[src/rtl/fpga_pkg.sv]
// Shared types for the FPGA shell's axi_lite control bus and register map.
// The axi_lite request/response structs are the shell-wide bus typedefs; the
// register map adds offsets, a decoded-index enum and the two FSM state enums.
package fpga_pkg;

  localparam int LITE_ADDR_W = 13;
  localparam int LITE_DATA_W = 32;
  localparam int LITE_STRB_W = LITE_DATA_W / 8;
  localparam int LITE_IDX_W  = LITE_ADDR_W - 2;

  // Byte offsets of the register map
  localparam logic [LITE_ADDR_W-1:0] LITE_REG_ID       = 13'h000;
  localparam logic [LITE_ADDR_W-1:0] LITE_REG_SCRATCH  = 13'h004;
  localparam logic [LITE_ADDR_W-1:0] LITE_REG_CTRL     = 13'h008;
  localparam logic [LITE_ADDR_W-1:0] LITE_REG_STATUS   = 13'h00C;
  localparam logic [LITE_ADDR_W-1:0] LITE_REG_CORE_RST = 13'h010;
  localparam logic [LITE_ADDR_W-1:0] LITE_REG_CYCLE_LO = 13'h014;
  localparam logic [LITE_ADDR_W-1:0] LITE_REG_CYCLE_HI = 13'h018;

  localparam logic [1:0] AXI_RESP_OKAY   = 2'b00;
  localparam logic [1:0] AXI_RESP_SLVERR = 2'b10;

  // axi_lite bus typedefs
  typedef struct packed {
    logic [LITE_ADDR_W-1:0] addr;
    logic [2:0]             prot;
  } axi_lite_ax_t;

  typedef struct packed {
    logic [LITE_DATA_W-1:0] data;
    logic [LITE_STRB_W-1:0] strb;
  } axi_lite_w_t;

  typedef struct packed {
    logic [1:0] resp;
  } axi_lite_b_t;

  typedef struct packed {
    logic [LITE_DATA_W-1:0] data;
    logic [1:0]             resp;
  } axi_lite_r_t;

  typedef struct packed {
    axi_lite_ax_t aw;
    logic         aw_valid;
    axi_lite_w_t  w;
    logic         w_valid;
    logic         b_ready;
    axi_lite_ax_t ar;
    logic         ar_valid;
    logic         r_ready;
  } axi_lite_req_t;

  typedef struct packed {
    logic         aw_ready;
    logic         w_ready;
    axi_lite_b_t  b;
    logic         b_valid;
    logic         ar_ready;
    axi_lite_r_t  r;
    logic         r_valid;
  } axi_lite_resp_t;

  // Decoded register index; LITE_IDX_NONE marks an unmapped address
  typedef enum logic [2:0] {
    LITE_IDX_ID,
    LITE_IDX_SCRATCH,
    LITE_IDX_CTRL,
    LITE_IDX_STATUS,
    LITE_IDX_CORE_RST,
    LITE_IDX_CYCLE_LO,
    LITE_IDX_CYCLE_HI,
    LITE_IDX_NONE
  } lite_reg_e;

  typedef enum logic {WR_IDLE, WR_RESP} wr_state_e;
  typedef enum logic {RD_IDLE, RD_RESP} rd_state_e;

  // Word index (addr[12:2]) to register; byte lanes are ignored
  function automatic lite_reg_e lite_decode(input logic [LITE_IDX_W-1:0] idx);
    lite_reg_e reg_e;
    case ({idx, 2'b00})
      LITE_REG_ID:       reg_e = LITE_IDX_ID;
      LITE_REG_SCRATCH:  reg_e = LITE_IDX_SCRATCH;
      LITE_REG_CTRL:     reg_e = LITE_IDX_CTRL;
      LITE_REG_STATUS:   reg_e = LITE_IDX_STATUS;
      LITE_REG_CORE_RST: reg_e = LITE_IDX_CORE_RST;
      LITE_REG_CYCLE_LO: reg_e = LITE_IDX_CYCLE_LO;
      LITE_REG_CYCLE_HI: reg_e = LITE_IDX_CYCLE_HI;
      default:           reg_e = LITE_IDX_NONE;
    endcase
    return reg_e;
  endfunction

  // Merge new data into old under a byte strobe
  function automatic logic [LITE_DATA_W-1:0] lite_apply_strb(
    input logic [LITE_DATA_W-1:0] old_data,
    input logic [LITE_DATA_W-1:0] new_data,
    input logic [LITE_STRB_W-1:0] strb
  );
    logic [LITE_DATA_W-1:0] res;
    res = old_data;
    for (int b = 0; b < LITE_STRB_W; b++) begin
      if (strb[b]) res[8*b +: 8] = new_data[8*b +: 8];
    end
    return res;
  endfunction

endpackage

[src/rtl/fpga_axi_lite_regfile.sv]
// Register storage for the shell control/status map: byte-strobed writes,
// combinational read mux, free-running 64-bit cycle counter and the HI shadow
// that keeps a CYCLE_LO-then-CYCLE_HI read pair coherent.
module fpga_axi_lite_regfile
  import fpga_pkg::*;
#(
  parameter logic [31:0] ID_VALUE  = 32'h5A47_0001,
  parameter logic [31:0] CTRL_RST  = 32'h0,
  parameter logic [63:0] CYCLE_RST = 64'h0
) (
  input  logic                  clk_i,
  input  logic                  rst_i,
  input  logic [31:0]           i_status,
  input  logic                  i_wr_en,
  input  logic [LITE_IDX_W-1:0] i_wr_idx,
  input  logic [31:0]           i_wr_data,
  input  logic [3:0]            i_wr_strb,
  input  logic                  i_rd_en,
  input  logic [LITE_IDX_W-1:0] i_rd_idx,
  output logic [31:0]           o_rd_data,
  output logic                  o_rd_err,
  output logic                  o_wr_err,
  output logic [31:0]           o_ctrl,
  output logic                  o_core_reset
);

  lite_reg_e   w_wr_reg;
  lite_reg_e   w_rd_reg;
  logic [31:0] r_scratch;
  logic [31:0] r_ctrl;
  logic [31:0] r_status;
  logic [31:0] r_shadow;
  logic        r_core_rst;
  logic [63:0] r_cycle;

  assign w_wr_reg = lite_decode(i_wr_idx);
  assign w_rd_reg = lite_decode(i_rd_idx);

  // Only SCRATCH, CTRL and CORE_RST accept writes
  assign o_wr_err = !(w_wr_reg inside {LITE_IDX_SCRATCH, LITE_IDX_CTRL, LITE_IDX_CORE_RST});
  assign o_rd_err = (w_rd_reg == LITE_IDX_NONE);

  // Register state: status sample, counter, shadow snapshot and committed writes
  always_ff @(posedge clk_i) begin
    // NOTE: non-blocking assignments make every register sample pre-edge values,
    // which is also why a read and a write on the same edge return the old data.
    if (rst_i) begin
      r_scratch  <= '0;
      r_ctrl     <= CTRL_RST;
      r_status   <= '0;
      r_shadow   <= '0;
      r_core_rst <= 1'b0;
      r_cycle    <= CYCLE_RST;
    end else begin
      r_status <= i_status;
      r_cycle  <= r_cycle + 64'd1;
      if (i_rd_en && (w_rd_reg == LITE_IDX_CYCLE_LO)) r_shadow <= r_cycle[63:32];
      if (i_wr_en) begin
        case (w_wr_reg)
          LITE_IDX_SCRATCH:  r_scratch <= lite_apply_strb(r_scratch, i_wr_data, i_wr_strb);
          LITE_IDX_CTRL:     r_ctrl    <= lite_apply_strb(r_ctrl, i_wr_data, i_wr_strb);
          LITE_IDX_CORE_RST: if (i_wr_strb[0]) r_core_rst <= i_wr_data[0];
          default:           ;
        endcase
      end
    end
  end

  // Read mux on the AR address; unmapped words read as zero
  always_comb begin
    // NOTE: default assigned first so every path drives o_rd_data and no latch is inferred.
    o_rd_data = '0;
    case (w_rd_reg)
      LITE_IDX_ID:       o_rd_data = ID_VALUE;
      LITE_IDX_SCRATCH:  o_rd_data = r_scratch;
      LITE_IDX_CTRL:     o_rd_data = r_ctrl;
      LITE_IDX_STATUS:   o_rd_data = r_status;
      LITE_IDX_CORE_RST: o_rd_data = {31'b0, r_core_rst};
      LITE_IDX_CYCLE_LO: o_rd_data = r_cycle[31:0];
      LITE_IDX_CYCLE_HI: o_rd_data = r_shadow;
      default:           o_rd_data = '0;
    endcase
  end

  assign o_ctrl       = r_ctrl;
  assign o_core_reset = r_core_rst;

endmodule

[src/rtl/fpga_axi_lite_regs.sv]
// AXI4-Lite subordinate for the shell control/status register space.
// Holds the AW/W holding registers plus the write and read FSMs; register
// storage lives in fpga_axi_lite_regfile.
// Build option: define FPGA_LITE_SLVERR_EN to answer SLVERR for unmapped
// accesses and writes to read-only registers (default: always OKAY).
module fpga_axi_lite_regs
  import fpga_pkg::*;
#(
  parameter logic [31:0] ID_VALUE  = 32'h5A47_0001,
  parameter logic [31:0] CTRL_RST  = 32'h0,
  parameter logic [63:0] CYCLE_RST = 64'h0
) (
  input  logic           clk_i,
  input  logic           rst_i,
  input  axi_lite_req_t  axi_lite_req_i,
  output axi_lite_resp_t axi_lite_resp_o,
  input  logic [31:0]    status_i,
  output logic [31:0]    ctrl_o,
  output logic           core_reset_o
);

  logic                  r_live;
  wr_state_e             r_wr_state;
  wr_state_e             w_wr_state_nxt;
  rd_state_e             r_rd_state;
  rd_state_e             w_rd_state_nxt;
  logic                  r_aw_full;
  logic [LITE_IDX_W-1:0] r_aw_idx;
  logic                  r_w_full;
  logic [31:0]           r_w_data;
  logic [3:0]            r_w_strb;
  logic [1:0]            r_bresp;
  logic [1:0]            r_rresp;
  logic [31:0]           r_rdata;

  logic                  w_aw_ready;
  logic                  w_w_ready;
  logic                  w_ar_ready;
  logic                  w_aw_hs;
  logic                  w_w_hs;
  logic                  w_ar_hs;
  logic                  w_commit;
  logic [LITE_IDX_W-1:0] w_wr_idx;
  logic [31:0]           w_wr_data;
  logic [3:0]            w_wr_strb;
  logic [31:0]           w_rd_data;
  logic                  w_rd_err;
  logic                  w_wr_err;
  logic [1:0]            w_bresp_nxt;
  logic [1:0]            w_rresp_nxt;
  logic                  w_unused;

  // Readies stay low during reset and rise on the first cycle after it
  assign w_aw_ready = r_live && !r_aw_full && (r_wr_state == WR_IDLE);
  assign w_w_ready  = r_live && !r_w_full  && (r_wr_state == WR_IDLE);
  assign w_ar_ready = r_live && (r_rd_state == RD_IDLE);

  assign w_aw_hs = axi_lite_req_i.aw_valid && w_aw_ready;
  assign w_w_hs  = axi_lite_req_i.w_valid  && w_w_ready;
  assign w_ar_hs = axi_lite_req_i.ar_valid && w_ar_ready;

  // A write commits on the edge where both halves are present, held or arriving
  assign w_commit  = (r_wr_state == WR_IDLE) && (r_aw_full || w_aw_hs) && (r_w_full || w_w_hs);
  assign w_wr_idx  = r_aw_full ? r_aw_idx : axi_lite_req_i.aw.addr[12:2];
  assign w_wr_data = r_w_full  ? r_w_data : axi_lite_req_i.w.data;
  assign w_wr_strb = r_w_full  ? r_w_strb : axi_lite_req_i.w.strb;

`ifdef FPGA_LITE_SLVERR_EN
  assign w_bresp_nxt = w_wr_err ? AXI_RESP_SLVERR : AXI_RESP_OKAY;
  assign w_rresp_nxt = w_rd_err ? AXI_RESP_SLVERR : AXI_RESP_OKAY;
  assign w_unused = ^{axi_lite_req_i.aw.prot, axi_lite_req_i.aw.addr[1:0],
                      axi_lite_req_i.ar.prot, axi_lite_req_i.ar.addr[1:0]};
`else
  assign w_bresp_nxt = AXI_RESP_OKAY;
  assign w_rresp_nxt = AXI_RESP_OKAY;
  assign w_unused = ^{axi_lite_req_i.aw.prot, axi_lite_req_i.aw.addr[1:0],
                      axi_lite_req_i.ar.prot, axi_lite_req_i.ar.addr[1:0],
                      w_wr_err, w_rd_err};
`endif

  fpga_axi_lite_regfile #(
    .ID_VALUE  (ID_VALUE),
    .CTRL_RST  (CTRL_RST),
    .CYCLE_RST (CYCLE_RST)
  ) u_regfile (
    .clk_i        (clk_i),
    .rst_i        (rst_i),
    .i_status     (status_i),
    .i_wr_en      (w_commit),
    .i_wr_idx     (w_wr_idx),
    .i_wr_data    (w_wr_data),
    .i_wr_strb    (w_wr_strb),
    .i_rd_en      (w_ar_hs),
    .i_rd_idx     (axi_lite_req_i.ar.addr[12:2]),
    .o_rd_data    (w_rd_data),
    .o_rd_err     (w_rd_err),
    .o_wr_err     (w_wr_err),
    .o_ctrl       (ctrl_o),
    .o_core_reset (core_reset_o)
  );

  // State registers for both FSMs and the out-of-reset flag
  always_ff @(posedge clk_i) begin
    if (rst_i) begin
      r_live     <= 1'b0;
      r_wr_state <= WR_IDLE;
      r_rd_state <= RD_IDLE;
    end else begin
      r_live     <= 1'b1;
      r_wr_state <= w_wr_state_nxt;
      r_rd_state <= w_rd_state_nxt;
    end
  end

  // Write FSM next state: commit opens the B response, B handshake closes it
  always_comb begin
    w_wr_state_nxt = r_wr_state;
    case (r_wr_state)
      WR_IDLE: if (w_commit) w_wr_state_nxt = WR_RESP;
      WR_RESP: if (axi_lite_req_i.b_ready) w_wr_state_nxt = WR_IDLE;
      default: w_wr_state_nxt = WR_IDLE;
    endcase
  end

  // Read FSM next state: AR acceptance opens the R response, R handshake closes it
  always_comb begin
    w_rd_state_nxt = r_rd_state;
    case (r_rd_state)
      RD_IDLE: if (w_ar_hs) w_rd_state_nxt = RD_RESP;
      RD_RESP: if (axi_lite_req_i.r_ready) w_rd_state_nxt = RD_IDLE;
      default: w_rd_state_nxt = RD_IDLE;
    endcase
  end

  // AW/W holding registers fill independently and empty together on commit
  always_ff @(posedge clk_i) begin
    if (rst_i) begin
      r_aw_full <= 1'b0;
      r_aw_idx  <= '0;
      r_w_full  <= 1'b0;
      r_w_data  <= '0;
      r_w_strb  <= '0;
    end else if (w_commit) begin
      r_aw_full <= 1'b0;
      r_w_full  <= 1'b0;
    end else begin
      if (w_aw_hs) begin
        r_aw_full <= 1'b1;
        r_aw_idx  <= axi_lite_req_i.aw.addr[12:2];
      end
      if (w_w_hs) begin
        r_w_full <= 1'b1;
        r_w_data <= axi_lite_req_i.w.data;
        r_w_strb <= axi_lite_req_i.w.strb;
      end
    end
  end

  // Response payloads are captured once and held until their handshake
  always_ff @(posedge clk_i) begin
    if (rst_i) begin
      r_bresp <= AXI_RESP_OKAY;
      r_rresp <= AXI_RESP_OKAY;
      r_rdata <= '0;
    end else begin
      if (w_commit) r_bresp <= w_bresp_nxt;
      if (w_ar_hs) begin
        r_rdata <= w_rd_data;
        r_rresp <= w_rresp_nxt;
      end
    end
  end

  // Drive the response struct from registered state only
  always_comb begin
    axi_lite_resp_o          = '0;
    axi_lite_resp_o.aw_ready = w_aw_ready;
    axi_lite_resp_o.w_ready  = w_w_ready;
    axi_lite_resp_o.b.resp   = r_bresp;
    axi_lite_resp_o.b_valid  = (r_wr_state == WR_RESP);
    axi_lite_resp_o.ar_ready = w_ar_ready;
    axi_lite_resp_o.r.data   = r_rdata;
    axi_lite_resp_o.r.resp   = r_rresp;
    axi_lite_resp_o.r_valid  = (r_rd_state == RD_RESP);
  end

endmodule

[config.mk]
export PLATFORM = sky130hd
export DESIGN_NAME = fpga_axi_lite_regs
export DESIGN_NICKNAME = d
export VERILOG_FILES = /design/src/rtl/fpga_pkg.sv /design/src/rtl/fpga_axi_lite_regfile.sv /design/src/rtl/fpga_axi_lite_regs.sv
export SDC_FILE = /design/constraint.sdc
export NUM_CORES = 1
export LEC_CHECK = 0
export CAP_MARGIN = 25
export CORE_UTILIZATION = 58
export DETAILED_ROUTE_END_ITERATION = 12
export HOLD_SLACK_MARGIN = 0.1
export PLACE_DENSITY = 0.85
export SLEW_MARGIN = 10
export SYNTH_ARGS = -nofsm -noshare
export SYNTH_HDL_FRONTEND = slang
export SYNTH_HIERARCHICAL = 1
export SYNTH_SLANG_ARGS = --single-unit
[constraint.sdc]
create_clock -name clk_i -period 7.4 [get_ports clk_i]
set_input_delay 1.48 -clock clk_i [delete_from_list [all_inputs] [get_ports clk_i]]
set_output_delay 1.48 -clock clk_i [all_outputs]
set_load 0.05 [all_outputs]
==> results of run 1 <==
==> through the flow <==
step / util / hold slack [ns] / cells / instance area [um2] / setup WS, ns
floorplan: - / 0.431 / 1352 / 12000 / 4.03
global placement: 0.675 / 0.438 / 1710 / 13700 / 2.85
detailed placement: 0.678 / 0.446 / 1713 / 13700 / 3.02
CTS: 0.727 / 0.455 / 1763 / 14700 / 3.56
global route: 0.728 / 0.473 / 1764 / 14700 / 3.44
finish: 0.728 / 0.454 / 1764 / 14700 / 3.51
==> critical path, cell delays in order <==
cell	delay, ns
clkdlybuf4s50_1	0.39
or4_1	0.58
nor4_4	0.74
nand2_1	0.57
buf_16	0.33
nand2_1	0.08
a21oi_1	0.06
==> registers in the layout, indices dropped and copies added (netlist names), 4 cells and up <==
| signal | count |
|---|---|
| u_regfile/r_scratch | 32 |
| u_regfile/r_status | 32 |
| r_rdata | 32 |
| r_aw_idx | 11 |
| u_regfile/r_cycle | 64 |
| r_w_data | 32 |
| u_regfile/o_ctrl | 32 |
| r_w_strb | 4 |
| u_regfile/r_shadow | 32 |
==> cells in the final DEF (no fill, tap or decap), types with 11 or more instances in the layout <==
cell type,n
buf_4,12
clkdlybuf4s50_1,165
clkbuf_16,29
nor2_1,107
nand3_1,20
inv_1,12
or4_1,11
mux2i_1,112
nor2b_1,44
a22oi_1,24
a21oi_1,102
nand2_1,289
mux2_2,39
xor2_1,22
nand4_1,30
a222oi_1,31
or3_1,21
o21ai_0,23
dfxtp_1,277
==> cell type report <==
| cell class | instances | area, um2 |
|---|---|---|
| fill | 1423 | 5510 |
| inverter | 14 | 52.6 |
| sequential | 277 | 5550 |
| clock inverter | 13 | 196 |
| clock buffer | 37 | 786 |
| timing repair buffer | 181 | 1840 |
| multi-input combinational | 972 | 5970 |
| tap | 270 | 338 |
==> report_power, final <==
| group | switching [mW] | internal [mW] | total [mW] |
|---|---|---|---|
| clock | 0.579 | 0.919 | 1.50 |
| combinational | 0.105 | 0.0992 | 0.204 |
| sequential | 0.0141 | 1.51 | 1.53 |
==> routing by layer <==
| metal | vias to the layer above | global-route usage | share of wire |
|---|---|---|---|
| li1 | 4936 | - | - |
| met1 | 5033 | 0.416 | 0.41 |
| met2 | 540 | 0.482 | 0.47 |
| met3 | 87 | 0.0439 | 0.088 |
| met4 | 0 | 0.102 | 0.031 |
| met5 | - | 0 | 0 |
==> worst min path at each step <==
stage,endpoint,from,depth (start not counted)
2_1_floorplan,r_aw_idx[0],r_aw_idx[0],2
4_1_cts,r_rdata[30],r_rdata[30],2
3_3_place_gp,r_w_data[11],r_w_data[11],2
6_report,r_w_data[21],r_w_data[21],2
3_5_place_dp,r_rdata[3],r_rdata[3],2
5_1_grt,r_w_data[13],r_w_data[13],2
==> flow_summary.ini, run 1 <==
[clock_tree]
clk_latency_ns = 0.53
cts-buffers-inserted = 28
cts-resized-gates = 0
htreeDepth = 1
holdBufCountCts = 0
path_clk_slew_ns = 0.06
post_cts_buffers = 0
cts_tree = done
cts.sinks = 277
cts_buffer_depth = 3
root_buffer = clkbuf_16

[pwr]
vdd_drop_max_mv = 0.175
finalPower_mw = 3.23
powerDensity_mw_per_mm2 = 219
p_leak_nw = 5.60

[global_routing]
grt_max_degree = 124
grt_pass1_wl_um = 51800
grt_pass1_vias = 9883
grt-ovfl-total = 0
antenna_found_initial = 0
grt.total_usage = 0.301

[sta]
slew_violations = 0
finClkSkew_ns = 0.0100
max_freq_mhz = 257
layout_min_cycle_time_ns = 3.89
slew_headroom = 0.393
fin_setup_tns_ns = 0
setup_viol = 0
timing.final.crit_share = 0.526
worst_slew_pin_slew_ns = 0.902
rsz0062_at_grt = false
finalHoldViolations = 0

[setup_path]
crit_start = axi_lite_req_i[13]
rr_endpoint = u_regfile/o_ctrl[14]
worstSetupStartpointType = input port
end_kind = flop
rr_worst_depth = 6
arrival_ns = 4.26
r2r-start = r_aw_full
rrSetupSlack_ns = 4.13
cp-endpoint = u_regfile/r_shadow[2]
cp.required_ns = 7.77
critPathMaxFanout = 20
critPathKind = in -> reg

[place]
io_buffers = 166
dpl.hpwl_um = 21900
gp_congestion = 0.893

[drt]
drtPass1Iterations = 12
route.detailed.drc = 0
wl_um = 32800
via_count = 10600
drtIter0Drc = 1117
antenna_left = 0
avgRoutedWirePerCell_um = 18.6
viasPerCell = 6.01

[floorplanning]
initial_core_util = 0.592
die_x_um = 146
die-area_mm2 = 0.0212
coreArea_mm2 = 0.0202
io_pins = 181
rows = 52
die_h_um = 146

[synthesis]
yosysWarnings = 6
synthesis.area_mm2 = 0.0120
synthesis.instances = 1349
avgSynthCellArea_um2 = 8.88

[cells_and_area]
drive_above_1_share = 0.0803
syn2layout_area_growth_pct = 22.9
antenna_cells = 0
nets = 1582

[worst_hold_path]
min-delay-path-class = reg -> reg

[status]
status = finished clean

[flow_run]
maxCapViolCount = 0
Note: power is estimated with default switching activity, not from simulation.
==> run 2, diff against run 1 <==
- CORE_UTILIZATION: 58 -> 54
- PLACE_DENSITY: 0.85 -> 0.8
- clock period: 7.4 -> 4 ns (I/O delays scaled with it)
==> run 2 against run 1 <==
Sequential share of layout area grew 0.067 points. Sequential power grew 85%. Critical path depth shrank 1. Die area grew 7.3%. Design area shrank 0.18%. Register-to-register slack lost 3.2 ns. Combinational power grew 87%. Clock-buffer cell count grew 2. Core utilization shrank 5.4 points. Via count shrank 1.2%. Setup slack lost 2.6 ns. Critical path type is now reg -> reg. Largest cell class unchanged. Highest routed layer unchanged.
==> flow_summary.ini, run 2 (synthesized netlist as in run 1, its figures left out) <==
[status]
status = finished clean

[global_routing]
grt-ovfl-total = 0
grt.total_usage = 0.282
grt_pass1_vias = 9713
grt_max_degree = 229
grt_pass1_wl_um = 50800
antenna_found_initial = 0

[setup_path]
rrSetupSlack_ns = 0.96
critPathMaxFanout = 15
critPathKind = reg -> reg
rr_endpoint = u_regfile/r_scratch[3]
cp.required_ns = 4.39
end_kind = flop
worstSetupStartpointType = flop
r2r-start = r_aw_full
arrival_ns = 3.43
rr_worst_depth = 6

[floorplanning]
io_pins = 181
initial_core_util = 0.549
die-area_mm2 = 0.0228
die_x_um = 151
coreArea_mm2 = 0.0218
rows = 54
die_h_um = 151

[drt]
wl_met3_um = 2940
via_count = 10500
avgRoutedWirePerCell_um = 18.4
wl_um = 32800
drtIter0Drc = 1002
wl_met2_um = 15300
drtPass1Iterations = 6
route.detailed.drc = 0
wl_met1_um = 13900
antenna_left = 0
viasPerCell = 5.88
top_layer_used = met4

[clock_tree]
htreeDepth = 1
post_cts_buffers = 0
holdBufCountCts = 0
cts_buffer_depth = 3
cts_tree = done
cts-buffers-inserted = 29
root_buffer = clkbuf_16
cts.sinks = 277
cts-resized-gates = 0
path_clk_slew_ns = 0.06
clk_latency_ns = 0.54

[cells_and_area]
n_fill_cell = 1717
most-common-layout-cells = 289 x nand2_1, 277 x dfxtp_1, 165 x clkdlybuf4s50_1
drive_above_1_share = 0.0840
fin_cells = 1780
syn2layout_area_growth_pct = 22.7
fin_util = 0.674
regArea_mm2 = 0.00555
final_common_cell = nand2_1
multi_input_area_mm2 = 0.00597
antenna_cells = 0
nets = 1590
regMostFlops = u_regfile/r_cycle
largest_register_ffs = 64

[sta]
fin_setup_tns_ns = 0
layout_min_cycle_time_ns = 3.04
max_freq_mhz = 328
rsz0062_at_grt = false
timing.final.crit_share = 0.761
finalHoldViolations = 0
finClkSkew_ns = 0.0101
slew_violations = 0
worst_slew_pin_slew_ns = 1.09
slew_headroom = 0.270
fin_ws_ns = 0.955
setup_viol = 0

[pwr]
p_leak_nw = 5.59
vdd_drop_max_mv = 0.325
powerDensity_mw_per_mm2 = 400
finalPower_mw = 5.88

[place]
pre_cts_ws_ns = 0.579
dpl.hpwl_um = 22300
gp_congestion = 0.925
place_inst = 1731
io_buffers = 166

[worst_hold_path]
min_from = r_rdata[9]
min-delay-path-class = reg -> reg
hold_depth = 2
min_to = r_rdata[9]

[flow_run]
maxCapViolCount = 0
==> run 2: worst max path at each step <==
stage	from	to	slack (ns)	depth (start not counted)
floorplan	r_aw_full	u_regfile/o_ctrl[16]	1.26	7
global placement	axi_lite_req_i[63]	u_regfile/r_scratch[27]	0.66	7
detailed placement	axi_lite_req_i[63]	u_regfile/r_scratch[24]	0.58	7
CTS	r_aw_full	u_regfile/r_scratch[3]	0.97	6
global route	r_aw_full	u_regfile/r_scratch[5]	0.85	6
finish	r_aw_full	u_regfile/r_scratch[3]	0.96	6
==> run 2: metal layers <==
metal / global-route usage / up-vias
met2: 0.466 / 457
met3: 0.0503 / 50
met1: 0.380 / 5014
met5: 0 / -
met4: 0.0715 / 0
li1: - / 4953
==> run 2: final cells by class <==
cell class                 instances  area share
inverter                          14     0.00357
tap                              280      0.0238
multi-input combinational        972       0.406
timing repair buffer             188       0.125
sequential                       277       0.377
clock buffer                      39      0.0553
clock inverter                    10     0.00851
==> run 2: per-stage QoR <==
step	hold slack, ns	cell area [um2]
after detailed placement	0.445	13800
final	0.454	14700
after CTS	0.454	14700
after global placement	0.438	13800
after floorplan	0.431	12000
after global routing	0.469	14700
==> run 2: critical path: stages, from the launching register on <==
cell     delay, ns
dfxtp_1       0.71
mux2_2        0.46
or4b_2        0.68
nor3_2        0.29
nand2_1       0.40
mux2i_1       0.28
nor2_1        0.06
==> run 2: power breakdown <==
| group | switching (mW) | internal [mW] |
|---|---|---|
| combinational | 0.199 | 0.183 |
| sequential | 0.0274 | 2.80 |
| clock | 1.07 | 1.60 |
==> run 3, diff against run 2 <==
- clock period: 4 -> 3.1 ns (I/O delays scaled with it)
==> run 3 against run 2 <==
The flow now finishes with violations (DRC). Critical path depth is 1 higher. Maximum frequency is 5.2% higher. Design area is 0.51% higher. Critical endpoint is now u_regfile/o_ctrl[2]. Highest routed layer unchanged.
==> flow_summary.ini, run 3 (synthesized netlist as in run 1, its figures left out) <==
[status]
status = finished, violations left
violations = DRC

[clock_tree]
root_buffer = clkbuf_16
htreeDepth = 1
clk_latency_ns = 0.55
cts-buffers-inserted = 29
holdBufCountCts = 0
path_clk_slew_ns = 0.06
post_cts_buffers = 0
cts_buffer_depth = 3
cts-resized-gates = 0
cts_tree = done
cts.sinks = 277

[worst_hold_path]
min-delay-path-class = in -> reg

[sta]
setup_viol = 0
layout_min_cycle_time_ns = 2.89
max_freq_mhz = 346
fin_setup_tns_ns = 0
timing.final.crit_share = 0.934
finalHoldViolations = 0
slew_violations = 0
finClkSkew_ns = 0.0153
slew_headroom = 0.408
rsz0062_at_grt = false
worst_slew_pin_slew_ns = 0.888
fin_ws_ns = 0.206

[global_routing]
antenna_found_initial = 0
grt_pass1_vias = 9623
grt_pass1_wl_um = 49800
grt_max_degree = 127
grt-ovfl-total = 0
grt.total_usage = 0.278

[setup_path]
critical_path.cell_chain = mux2_2, or4_1, nor2_1, nand4_1, buf_4, mux2i_1, nor2_1
arrival_ns = 3.31
cpMostUsedCell = nor2_1
cp_slowest_cell = dfxtp_1
end_kind = flop
critPathMaxFanout = 15
cp.required_ns = 3.52
worstSetupStartpointType = flop
critPathKind = reg -> reg
slowest_delay_ns = 0.72

[place]
pre_cts_ws_ns = 0.0799
io_buffers = 166
gp_congestion = 0.883
dpl.hpwl_um = 22400

[cells_and_area]
regMostFlops = u_regfile/r_cycle
drive_above_1_share = 0.0892
nets = 1603
fin_util = 0.677
n_fill_cell = 1747
antenna_cells = 0
final_common_cell = nand2_1
multi_input_area_mm2 = 0.00597
largest_register_ffs = 64
syn2layout_area_growth_pct = 23.3
regArea_mm2 = 0.00555
most-common-layout-cells = 289 x nand2_1, 277 x dfxtp_1, 165 x clkdlybuf4s50_1

[drt]
drtPass1Iterations = 12
drtIter0Drc = 998
route.detailed.drc = 1
antenna_left = 0
wl_um = 32200
viasPerCell = 5.80
avgRoutedWirePerCell_um = 17.9
via_count = 10400

[floorplanning]
initial_core_util = 0.549
die-area_mm2 = 0.0228
coreArea_mm2 = 0.0218
io_pins = 181
die_x_um = 151
rows = 54
die_h_um = 151

[flow_run]
maxCapViolCount = 0

[pwr]
p_leak_nw = 5.62
vdd_drop_max_mv = 0.368
powerDensity_mw_per_mm2 = 494
-- run 3: changes by cell type in the layout (fill, tap and decap cells not counted), sizes merged --
| cell | before | now |
|---|---|---|
| clkbuf | 39 | 42 |
| inv | 14 | 15 |
| bufinv | 3 | 0 |
| clkinv | 7 | 6 |
| buf | 23 | 36 |
-- run 3: cell type report --
| cell class | instances | share of cell area |
|---|---|---|
| clock inverters | 7 | 0.00262 |
| multi-input cells | 972 | 0.404 |
| well taps | 280 | 0.0237 |
| clock buffers | 42 | 0.0551 |
| flip-flops and latches | 277 | 0.375 |
| repair buffers | 201 | 0.135 |
| inverters | 14 | 0.00356 |
-- run 3: final timing paths --
path                         endpoint  cells after the start  slack (ns)    startpoint
setup / recovery  u_regfile/o_ctrl[2]                      7        0.21     r_aw_full
hold / removal    u_regfile/o_ctrl[9]                      2        0.42         rst_i
setup reg to reg  u_regfile/o_ctrl[2]                      7        0.21     r_aw_full
hold reg to reg          r_w_data[25]                      2        0.45  r_w_data[25]
-- run 3: through the flow --
step / cell area, um2 / total power, mW / hold slack, ns / instances
2_1_floorplan: 12000 / 4.01 / 0.431 / 1352
3_3_place_gp: 13900 / 4.20 / 0.438 / 1744
3_5_place_dp: 13900 / 4.21 / 0.446 / 1744
4_1_cts: 14800 / 7.33 / 0.409 / 1793
5_1_grt: 14800 / 7.53 / 0.427 / 1793
6_report: 14800 / 7.30 / 0.421 / 1793
-- run 3: worst max-delay path, delay by kind of cell (launching register included) --
family / cells / cell delay, ns
buf+inv: 1 / 0.23
flops: 1 / 0.72
simple gates: 4 / 1.18
mux: 2 / 0.63
-- run 3: routing by layer --
metal | vias to the layer above | global-route usage | part of all wire
li1 | 4978 | - | -
met2 | 424 | 0.456 | 0.47
met1 | 4931 | 0.379 | 0.42
met3 | 60 | 0.0410 | 0.091
met4 | 0 | 0.0760 | 0.022
met5 | - | 0 | 0
-- run 3: where the power goes --
part           internal (mW)  switching (mW)
Combinational          0.240           0.257
Sequential              3.61          0.0348
Clock                   1.80            1.35
